$ cat config.mk
export PLATFORM = sky130hd
export DESIGN_NAME = servo_motion_sequencer
export DESIGN_NICKNAME = d
export VERILOG_FILES = /design/src/rtl/servo_seq_pkg.sv /design/src/rtl/servo_motion_sequencer_tick_divider.sv /design/src/rtl/servo_motion_sequencer.sv
export SDC_FILE = /design/constraint.sdc
export NUM_CORES = 1
export LEC_CHECK = 0
export CORE_MARGIN = 8
export CORE_UTILIZATION = 49
export DETAILED_ROUTE_END_ITERATION = 10
export DONT_BUFFER_PORTS = 1
export PLACE_DENSITY = 0.64
export SLEW_MARGIN = 25
export SYNTH_ARGS = -nofsm -noshare
export SYNTH_HDL_FRONTEND = slang
export SYNTH_SLANG_ARGS = --single-unit
$ cat constraint.sdc
create_clock -name clk -period 3.94 [get_ports clk]
set_input_delay 0.394 -clock clk [delete_from_list [all_inputs] [get_ports clk]]
set_output_delay 0.394 -clock clk [all_outputs]
set_load 0.05 [all_outputs]
$ cat src/rtl/servo_seq_pkg.sv
`default_nettype none
// ============================================================================
//  Module      : servo_seq_pkg
//  Description : Shared definitions for the servo motion sequencer.
//                - Command header field positions and the header marker.
//                - Parser state encoding.
//                - Channel count.
//                - Bounded slew helper used by the update engine.
//  Revision    : 1.0  initial release
// ============================================================================
package servo_seq_pkg;

    // Number of servo channels driven by the sequencer
    localparam int NUM_CH = 4;

    // Header byte layout
    localparam int HDR_MARK_HI = 7;
    localparam int HDR_MARK_LO = 6;
    localparam int HDR_ALL_BIT = 3;
    localparam int HDR_JUMP_BIT = 2;
    localparam int HDR_CH_HI = 1;
    localparam int HDR_CH_LO = 0;

    // Marker value that identifies a header byte in bits [7:6]
    localparam logic [1:0] HDR_MARKER = 2'b10;

    // Parser states; the encoding is exported on the LED bar
    typedef enum logic [1:0] {
        ST_IDLE      = 2'd0,
        ST_WAIT_DATA = 2'd1,
        ST_APPLY     = 2'd2
    } parser_state_t;

    // Move pos toward tgt by at most step. The difference is formed in
    // 9 bits so it can never wrap, and the move is clamped to the
    // remaining distance so the result never overshoots the target.
    function automatic logic [7:0] slew_step(
        input logic [7:0] pos,
        input logic [7:0] tgt,
        input logic [8:0] step
    );
        logic [8:0] diff;
        logic [8:0] amt;
        logic [7:0] res;
        res  = pos;
        diff = '0;
        amt  = '0;
        if (pos < tgt) begin
            diff = {1'b0, tgt} - {1'b0, pos};
            amt  = (diff > step) ? step : diff;
            res  = pos + amt[7:0];
        end else if (pos > tgt) begin
            diff = {1'b0, pos} - {1'b0, tgt};
            amt  = (diff > step) ? step : diff;
            res  = pos - amt[7:0];
        end
        return res;
    endfunction

endpackage
`default_nettype wire

$ cat src/rtl/servo_motion_sequencer_tick_divider.sv
`default_nettype none
// ============================================================================
//  Module      : tick_divider
//  Description : Free-running divider producing a single-cycle slew tick.
//                The counter runs 0..TICK_CYCLES-1 and tick_o is high
//                during the cycle in which the count equals TICK_CYCLES-1.
//  Ports       : clk    - system clock
//                rst    - asynchronous active-high reset (count -> 0)
//                tick_o - one-cycle tick strobe
//  Revision    : 1.0  initial release
// ============================================================================
module tick_divider #(
    parameter int TICK_CYCLES = 500000
) (
    input  logic clk,
    input  logic rst,
    output logic tick_o
);

    localparam int CW = (TICK_CYCLES > 1) ? $clog2(TICK_CYCLES) : 1;
    localparam logic [CW-1:0] CNT_LAST = CW'(TICK_CYCLES - 1);

    logic [CW-1:0] cnt_q;

    always_ff @(posedge clk or posedge rst) begin
        if (rst) begin
            cnt_q <= '0;
        end else if (cnt_q == CNT_LAST) begin
            cnt_q <= '0;
        end else begin
            cnt_q <= cnt_q + 1'b1;
        end
    end

    assign tick_o = (cnt_q == CNT_LAST);

endmodule
`default_nettype wire

$ cat src/rtl/servo_motion_sequencer.sv
`default_nettype none
// ============================================================================
//  Module      : servo_motion_sequencer
//  Description : Parses two-byte motion commands from the UART receiver,
//                holds a target per servo channel and slews each 8-bit
//                position toward its target at a bounded rate. A single
//                update engine visits channels 0..3 in the four clocks
//                following each slew tick.
//  Ports       : clk       - system clock
//                rst       - asynchronous active-high reset
//                rx_data   - received UART byte
//                rx_valid  - one-cycle strobe qualifying rx_data
//                pos_1..4  - current servo positions (registered)
//                moving    - bit i set while channel i is away from target
//                cmd_err   - one-cycle protocol error pulse (registered)
//                led       - {moving, last channel, parser state}
//  Revision    : 1.0  initial release
// ============================================================================
module servo_motion_sequencer
    import servo_seq_pkg::*;
#(
    parameter int         TICK_CYCLES   = 500000,
    parameter int         STEP          = 1,
    parameter logic [7:0] HOME          = 8'd128,
    parameter int         TIMEOUT_TICKS = 50
) (
    input  logic       clk,
    input  logic       rst,
    input  logic [7:0] rx_data,
    input  logic       rx_valid,
    output logic [7:0] pos_1,
    output logic [7:0] pos_2,
    output logic [7:0] pos_3,
    output logic [7:0] pos_4,
    output logic [3:0] moving,
    output logic       cmd_err,
    output logic [7:0] led
);

    localparam logic [8:0] STEP_W = 9'(STEP);
    localparam int         TW     = (TIMEOUT_TICKS > 1) ? $clog2(TIMEOUT_TICKS) : 1;
    localparam logic [TW-1:0] TMO_LAST = TW'(TIMEOUT_TICKS - 1);

    // ------------------------------------------------------------------
    // Slew tick and round-robin scan slots
    // ------------------------------------------------------------------
    logic       tick;
    logic       scan_act_q;
    logic [1:0] slot_q;

    tick_divider #(
        .TICK_CYCLES (TICK_CYCLES)
    ) u_tick_divider (
        .clk    (clk),
        .rst    (rst),
        .tick_o (tick)
    );

    // The four clocks after a tick are scan slots 0..3. TICK_CYCLES >= 8
    // guarantees a scan finishes long before the next tick arrives.
    always_ff @(posedge clk or posedge rst) begin
        if (rst) begin
            scan_act_q <= 1'b0;
            slot_q     <= 2'd0;
        end else if (tick) begin
            scan_act_q <= 1'b1;
            slot_q     <= 2'd0;
        end else if (scan_act_q) begin
            slot_q <= slot_q + 2'd1;
            if (slot_q == 2'd3) begin
                scan_act_q <= 1'b0;
            end
        end
    end

    // ------------------------------------------------------------------
    // Command parser
    // ------------------------------------------------------------------
    parser_state_t state_q;
    logic          hdr_all_q;
    logic          hdr_jump_q;
    logic [1:0]    hdr_ch_q;
    logic [7:0]    data_q;
    logic [TW-1:0] tmo_q;
    logic          cmd_err_q;
    logic [1:0]    last_ch_q;

    always_ff @(posedge clk or posedge rst) begin
        if (rst) begin
            state_q    <= ST_IDLE;
            hdr_all_q  <= 1'b0;
            hdr_jump_q <= 1'b0;
            hdr_ch_q   <= 2'd0;
            data_q     <= 8'd0;
            tmo_q      <= '0;
            cmd_err_q  <= 1'b0;
            last_ch_q  <= 2'd0;
        end else begin
            cmd_err_q <= 1'b0;
            case (state_q)
                ST_IDLE: begin
                    tmo_q <= '0;
                    if (rx_valid) begin
                        if (rx_data[HDR_MARK_HI:HDR_MARK_LO] == HDR_MARKER) begin
                            hdr_all_q  <= rx_data[HDR_ALL_BIT];
                            hdr_jump_q <= rx_data[HDR_JUMP_BIT];
                            hdr_ch_q   <= rx_data[HDR_CH_HI:HDR_CH_LO];
                            state_q    <= ST_WAIT_DATA;
                        end else begin
                            cmd_err_q <= 1'b1;
                        end
                    end
                end
                ST_WAIT_DATA: begin
                    // A data byte arriving on the very tick that would
                    // expire the window still completes the command.
                    if (rx_valid) begin
                        data_q  <= rx_data;
                        state_q <= ST_APPLY;
                    end else if (tick) begin
                        if (tmo_q == TMO_LAST) begin
                            cmd_err_q <= 1'b1;
                            state_q   <= ST_IDLE;
                        end else begin
                            tmo_q <= tmo_q + 1'b1;
                        end
                    end
                end
                ST_APPLY: begin
                    last_ch_q <= hdr_ch_q;
                    // The parser cannot take a byte while applying
                    if (rx_valid) begin
                        cmd_err_q <= 1'b1;
                    end
                    state_q <= ST_IDLE;
                end
                default: begin
                    state_q <= ST_IDLE;
                end
            endcase
        end
    end

    // ------------------------------------------------------------------
    // Target and position registers
    // ------------------------------------------------------------------
    logic [7:0] pos_q [NUM_CH];
    logic [7:0] pos_d [NUM_CH];
    logic [7:0] tgt_q [NUM_CH];
    logic [7:0] tgt_d [NUM_CH];
    logic       apply_w;

    assign apply_w = (state_q == ST_APPLY);

    // The slew uses the pre-write target; an APPLY to the same channel in
    // the same cycle overrides the target and, for JUMP, the position too.
    always_comb begin
        for (int ch = 0; ch < NUM_CH; ch++) begin
            tgt_d[ch] = tgt_q[ch];
            pos_d[ch] = pos_q[ch];
            if (scan_act_q && (slot_q == 2'(ch))) begin
                pos_d[ch] = slew_step(pos_q[ch], tgt_q[ch], STEP_W);
            end
            if (apply_w && (hdr_all_q || (hdr_ch_q == 2'(ch)))) begin
                tgt_d[ch] = data_q;
                if (hdr_jump_q) begin
                    pos_d[ch] = data_q;
                end
            end
        end
    end

    always_ff @(posedge clk or posedge rst) begin
        if (rst) begin
            for (int ch = 0; ch < NUM_CH; ch++) begin
                pos_q[ch] <= HOME;
                tgt_q[ch] <= HOME;
            end
        end else begin
            for (int ch = 0; ch < NUM_CH; ch++) begin
                pos_q[ch] <= pos_d[ch];
                tgt_q[ch] <= tgt_d[ch];
            end
        end
    end

    // ------------------------------------------------------------------
    // Outputs
    // ------------------------------------------------------------------
    for (genvar g = 0; g < NUM_CH; g++) begin : g_moving
        assign moving[g] = (pos_q[g] != tgt_q[g]);
    end

    assign pos_1   = pos_q[0];
    assign pos_2   = pos_q[1];
    assign pos_3   = pos_q[2];
    assign pos_4   = pos_q[3];
    assign cmd_err = cmd_err_q;
    assign led     = {moving, last_ch_q, 2'(state_q)};

endmodule
`default_nettype wire

==> PnR_summary.wiki <==
{| class="wikitable"
! Metric !! Value
|-
| Kind of launch point of the worst setup path || register
|-
| CTS Root Buffer Type || sky130_fd_sc_hd__clkbuf_16
|-
| Final number of setup-violating endpoints || 0
|-
| Simple-Gate Fraction of Synth Area || 18.0%
|-
| Routability congestion estimate from global placement || 0.864
|-
| Number of enable flip-flop cells after synthesis || 0
|-
| Placed wire-length estimate after detailed placement || 22.0 mm
|-
| Async set-reset flop share out of synthesis || 100%
|-
| Top_reg_cell synth || sky130_fd_sc_hd__dfrtp_1
|-
| Tightest hold margin || -0.00668 ns
|-
| Violations in the final reports || negative hold slack
|-
| Number of DRC violations after detailed routing || 0
|-
| Final routed wirelength across all metal layers || 28.6 mm
|-
| Total routing usage reported by global routing || 21.3%
|-
| Ports || 56
|-
| Starting DRT DRC Count || 681
|-
| Setup skew after layout || 0.00852 ns
|-
| Rows || 54
|-
| Worst setup path category || reg -> reg
|-
| Total global routing overflow || 0
|-
| Clock Latency Late Sink || 0.35 ns
|-
| Count of hold buffers inserted by post-cts repair || 0
|-
| Placed cell count || 1634
|-
| Max VDD drop || 0.373 mV
|-
| Detail-routed net length per standard cell || 17.2 um
|-
| Horizontal die dimension || 164 um
|-
| Fin crit period || 3.79 ns
|-
| Share of synthesized area occupied by flip-flops and latches || 25.5%
|-
| Peak Freq || 264 MHz
|-
| Leakage power total || 5.48 nW
|-
| Initial antenna violation count || 0
|-
| Adder-cell share of the synthesized area || 17.3%
|-
| Power per unit of standard cell area || 922 nW/um^2
|-
| Ratio of final minimum period to clock period || 96.2%
|-
| Number of buffers created by CTS || 9
|-
| Count of buffers from port buffering || 0
|-
| Req. time, crit path || 4.18 ns
|-
| Clock slew seen by the registers of the worst setup and hold paths || 0.07 ns
|-
| Classification of the worst-slack hold path || in -> async
|-
| Slew Limit Headroom || 26.7%
|-
| Drt via density || 5.77
|-
| Initial DRT Pass Iterations || 5
|-
| Number of sinks handled by clock tree synthesis || 109
|-
| Final net count || 1527
|-
| Floorplan die area || 26900 um^2
|-
| Via count of the routed design || 9595
|-
| Max-cap check violation count || 0
|-
| Synth Area in Compound Gates || 23.2%
|-
| Critical path data arrival time || 4.03 ns
|-
| Maximum number of pins on one net before global-route repair || 77
|-
| Unique cell type count in the Yosys netlist || 84
|-
| Layout Area Growth over Synthesis || 13.8%
|-
| Crit Path Max Fanout || 4
|-
| Fraction of final layout cells sized beyond drive strength 1 || 16.0%
|-
| First-pass GRT wire length || 46.5 mm
|-
| Actual transition at the worst max-transition pin || 1.09 ns
|-
| CTS tree || built
|-
| Combinational family with the most area after synthesis || compound AO/OA/AOI/OAI gates
|-
| Number of global-route vias before repair || 9045
|-
| Number of cell instances on the worst register-to-register path || 17
|-
| Number of hold violations in the final report || 5
|-
| Ys Warns || 0
|-
| Effective utilization at floorplan || 49.5%
|-
| Setup repair after global routing missed its margin || yes
|-
| Count of final max-slew check failures || 0
|-
| Height of the chip || 164 um
|-
| Multiplexer share of the synthesized area || 4.54%
|-
| Post-route cell area || 12200 um^2
|-
| Instance area after placement || 11600 um^2
|-
| Utilization of the core after routing || 56.3%
|-
| Core region area || 21700 um^2
|-
| Post-synthesis sequential element count || 109
|-
| Result of the run || complete, but fails checks
|-
| Number of levels the H-tree was split into || 3
|-
| Antenna-violating nets left || 0
|-
| Count of placed standard cells in the final layout, fillers left out || 1664
|-
| Post-Syn Area || 10700 um^2
|-
| Mean instance size in the synthesized netlist || 8.37 um^2
|-
| Post-Syn Instances || 1282
|-
| Maximum buffer depth of the clock tree || 2
|-
| Endpoint kind of the worst setup timing path || register
|-
| Share of the synthesized netlist area taken by xor and xnor gates || 5.31%
|}
[flip-flops by register name, summed over array words and instances, names as in the netlist, 2 cells and up]
register / flops
slot_q: 2
pos_1: 8
tmo_q: 6
last_ch_q: 2
data_q: 8
tgt_q: 32
pos_3: 8
pos_2: 8
u_tick_divider.cnt_q: 19
pos_4: 8
state_q: 2
hdr_ch_q: 2
[area by class of cell]
| type | count | area (um^2) |
|---|---|---|
| diodes | 2 | 5.00 |
| clock buffers | 12 | 246 |
| clock inverters | 4 | 56.3 |
| fillers | 2001 | 9480 |
| inverters | 111 | 424 |
| multi-input cells | 1069 | 7810 |
| flip-flops and latches | 109 | 2750 |
| well taps | 280 | 350 |
| repair buffers | 77 | 578 |
[logic make-up after synthesis]
kind of cell | after synthesis
simple gates | 384
compound gates | 377
buf+inv | 162
fa+ha+maj | 139
flops | 109
xor+xnor | 65
mux | 44
other cells | 2
[cells in the mapped netlist, drive strengths merged, types with 6 or more instances]
cell | count | area, um^2
o21ai | 94 | 478
nand3 | 32 | 160
xor2 | 33 | 289
nor3b | 8 | 60.1
dfstp | 8 | 210
o211ai | 9 | 67.6
nand2b | 26 | 163
a21o | 28 | 210
o21bai | 8 | 60.1
inv | 111 | 417
nor2b | 33 | 206
buf | 21 | 118
o21a | 14 | 105
ha | 123 | 1540
o221ai | 6 | 52.6
a31oi | 18 | 134
clkbuf | 30 | 115
nand4 | 17 | 106
nand2 | 100 | 375
xnor2 | 32 | 280
and3 | 9 | 56.3
a21oi | 97 | 504
o311ai | 8 | 70.1
mux2 | 37 | 417
nor3 | 28 | 140
dfrtp | 101 | 2530
o31ai | 7 | 52.6
o22ai | 11 | 68.8
a211oi | 24 | 185
mux2i | 7 | 70.1
fa | 16 | 320
nor2 | 96 | 360
[report_power, final]
group | internal, W | switching [W]
clock | 0.000516 | 0.000420
combinational | 0.00340 | 0.00497
sequential | 0.00149 | 0.000471
total | 0.00540 | 0.00586
[critical path: stages (launching register included)]
cell                        delay, ns
sky130_fd_sc_hd__dfrtp_1         0.42
sky130_fd_sc_hd__ha_1            0.23
sky130_fd_sc_hd__fa_1            0.40
sky130_fd_sc_hd__nand2b_1        0.18
sky130_fd_sc_hd__a21boi_2        0.18
sky130_fd_sc_hd__a2111o_1        0.14
sky130_fd_sc_hd__a32o_2          0.16
sky130_fd_sc_hd__a2111oi_4       0.06
sky130_fd_sc_hd__or2_2           0.30
sky130_fd_sc_hd__fa_1            0.41
sky130_fd_sc_hd__a21o_1          0.19
sky130_fd_sc_hd__a21oi_2         0.17
sky130_fd_sc_hd__xnor2_1         0.14
sky130_fd_sc_hd__nor2_1          0.06
sky130_fd_sc_hd__a211oi_1        0.25
sky130_fd_sc_hd__a211oi_1        0.09
sky130_fd_sc_hd__a21oi_1         0.20
sky130_fd_sc_hd__a21oi_1         0.10
[path summary, 6_finish.rpt]
| check | startpoint | to | slack [ns] |
|---|---|---|---|
| min reg2reg | u_tick_divider.cnt_q[0] | u_tick_divider.cnt_q[0] | 0.48 |
| max | tgt_q[16] | pos_2[4] | 0.15 |
| min | rst | tmo_q[1] | -0.007 |
| max in group asynchronous | rst | pos_3[7] | 3.12 |
| min in group clk | rx_data[5] | data_q[5] | 0.19 |
| max reg2reg | tgt_q[16] | pos_2[4] | 0.15 |
[cell usage in the layout, fill, tap and decap left out, types with 7 or more instances in the layout]
cell type                   count
sky130_fd_sc_hd__xnor2_1       32
sky130_fd_sc_hd__a21oi_1       85
sky130_fd_sc_hd__o21ai_0       78
sky130_fd_sc_hd__o21bai_1       8
sky130_fd_sc_hd__buf_4         77
sky130_fd_sc_hd__mux2_2        37
sky130_fd_sc_hd__xor2_1        33
sky130_fd_sc_hd__clkbuf_16      9
sky130_fd_sc_hd__nand4_1       17
sky130_fd_sc_hd__dfrtp_1       95
sky130_fd_sc_hd__fa_1           9
sky130_fd_sc_hd__inv_1        107
sky130_fd_sc_hd__nand2_1       99
sky130_fd_sc_hd__o21a_1        13
sky130_fd_sc_hd__a21o_1        28
sky130_fd_sc_hd__nand3_1       32
sky130_fd_sc_hd__nor2_1        96
sky130_fd_sc_hd__o21ai_1       11
sky130_fd_sc_hd__dfstp_2        8
sky130_fd_sc_hd__and3_1         9
sky130_fd_sc_hd__a31oi_1       16
sky130_fd_sc_hd__nand2b_1      24
sky130_fd_sc_hd__ha_1         114
sky130_fd_sc_hd__nor2b_1       29
sky130_fd_sc_hd__nor3b_1        8
sky130_fd_sc_hd__o22ai_1       11
sky130_fd_sc_hd__mux2i_1        7
sky130_fd_sc_hd__conb_1        60
sky130_fd_sc_hd__nor3_1        27
sky130_fd_sc_hd__a21oi_2       10
sky130_fd_sc_hd__a211oi_1      20
sky130_fd_sc_hd__o211ai_1       9
sky130_fd_sc_hd__fa_2           7
[metrics by stage]
| stage | hold WS, ns | total power (W) | setup WS (ns) | setup TNS (ns) |
|---|---|---|---|---|
| after floorplan | 0.446 | 0.00777 | -0.0297 | -0.0297 |
| after global placement | 0.465 | 0.00963 | 0.0934 | 0 |
| after detailed placement | 0.478 | 0.00968 | 0.0775 | 0 |
| after CTS | 0.157 | 0.0107 | 0.0418 | 0 |
| after global routing | 0.0544 | 0.0122 | -0.0465 | -0.111 |
| final | -0.00668 | 0.0113 | 0.148 | 0 |
[per-layer routing]
layer	track usage (%)	routed length (um)
met1	30.0	14000
met4	5.04	452
met2	33.9	12900
met3	2.73	1280
met5	0	0
[timing repair]
action | 4_1_cts | 5_1_grt
endpoints found under the hold margin | 0 | 0
gates resized for setup | 0 | 69
setup endpoints to repair | 0 | 8
buffers inserted | 0 | 12
(Power assumes the default switching activity.)
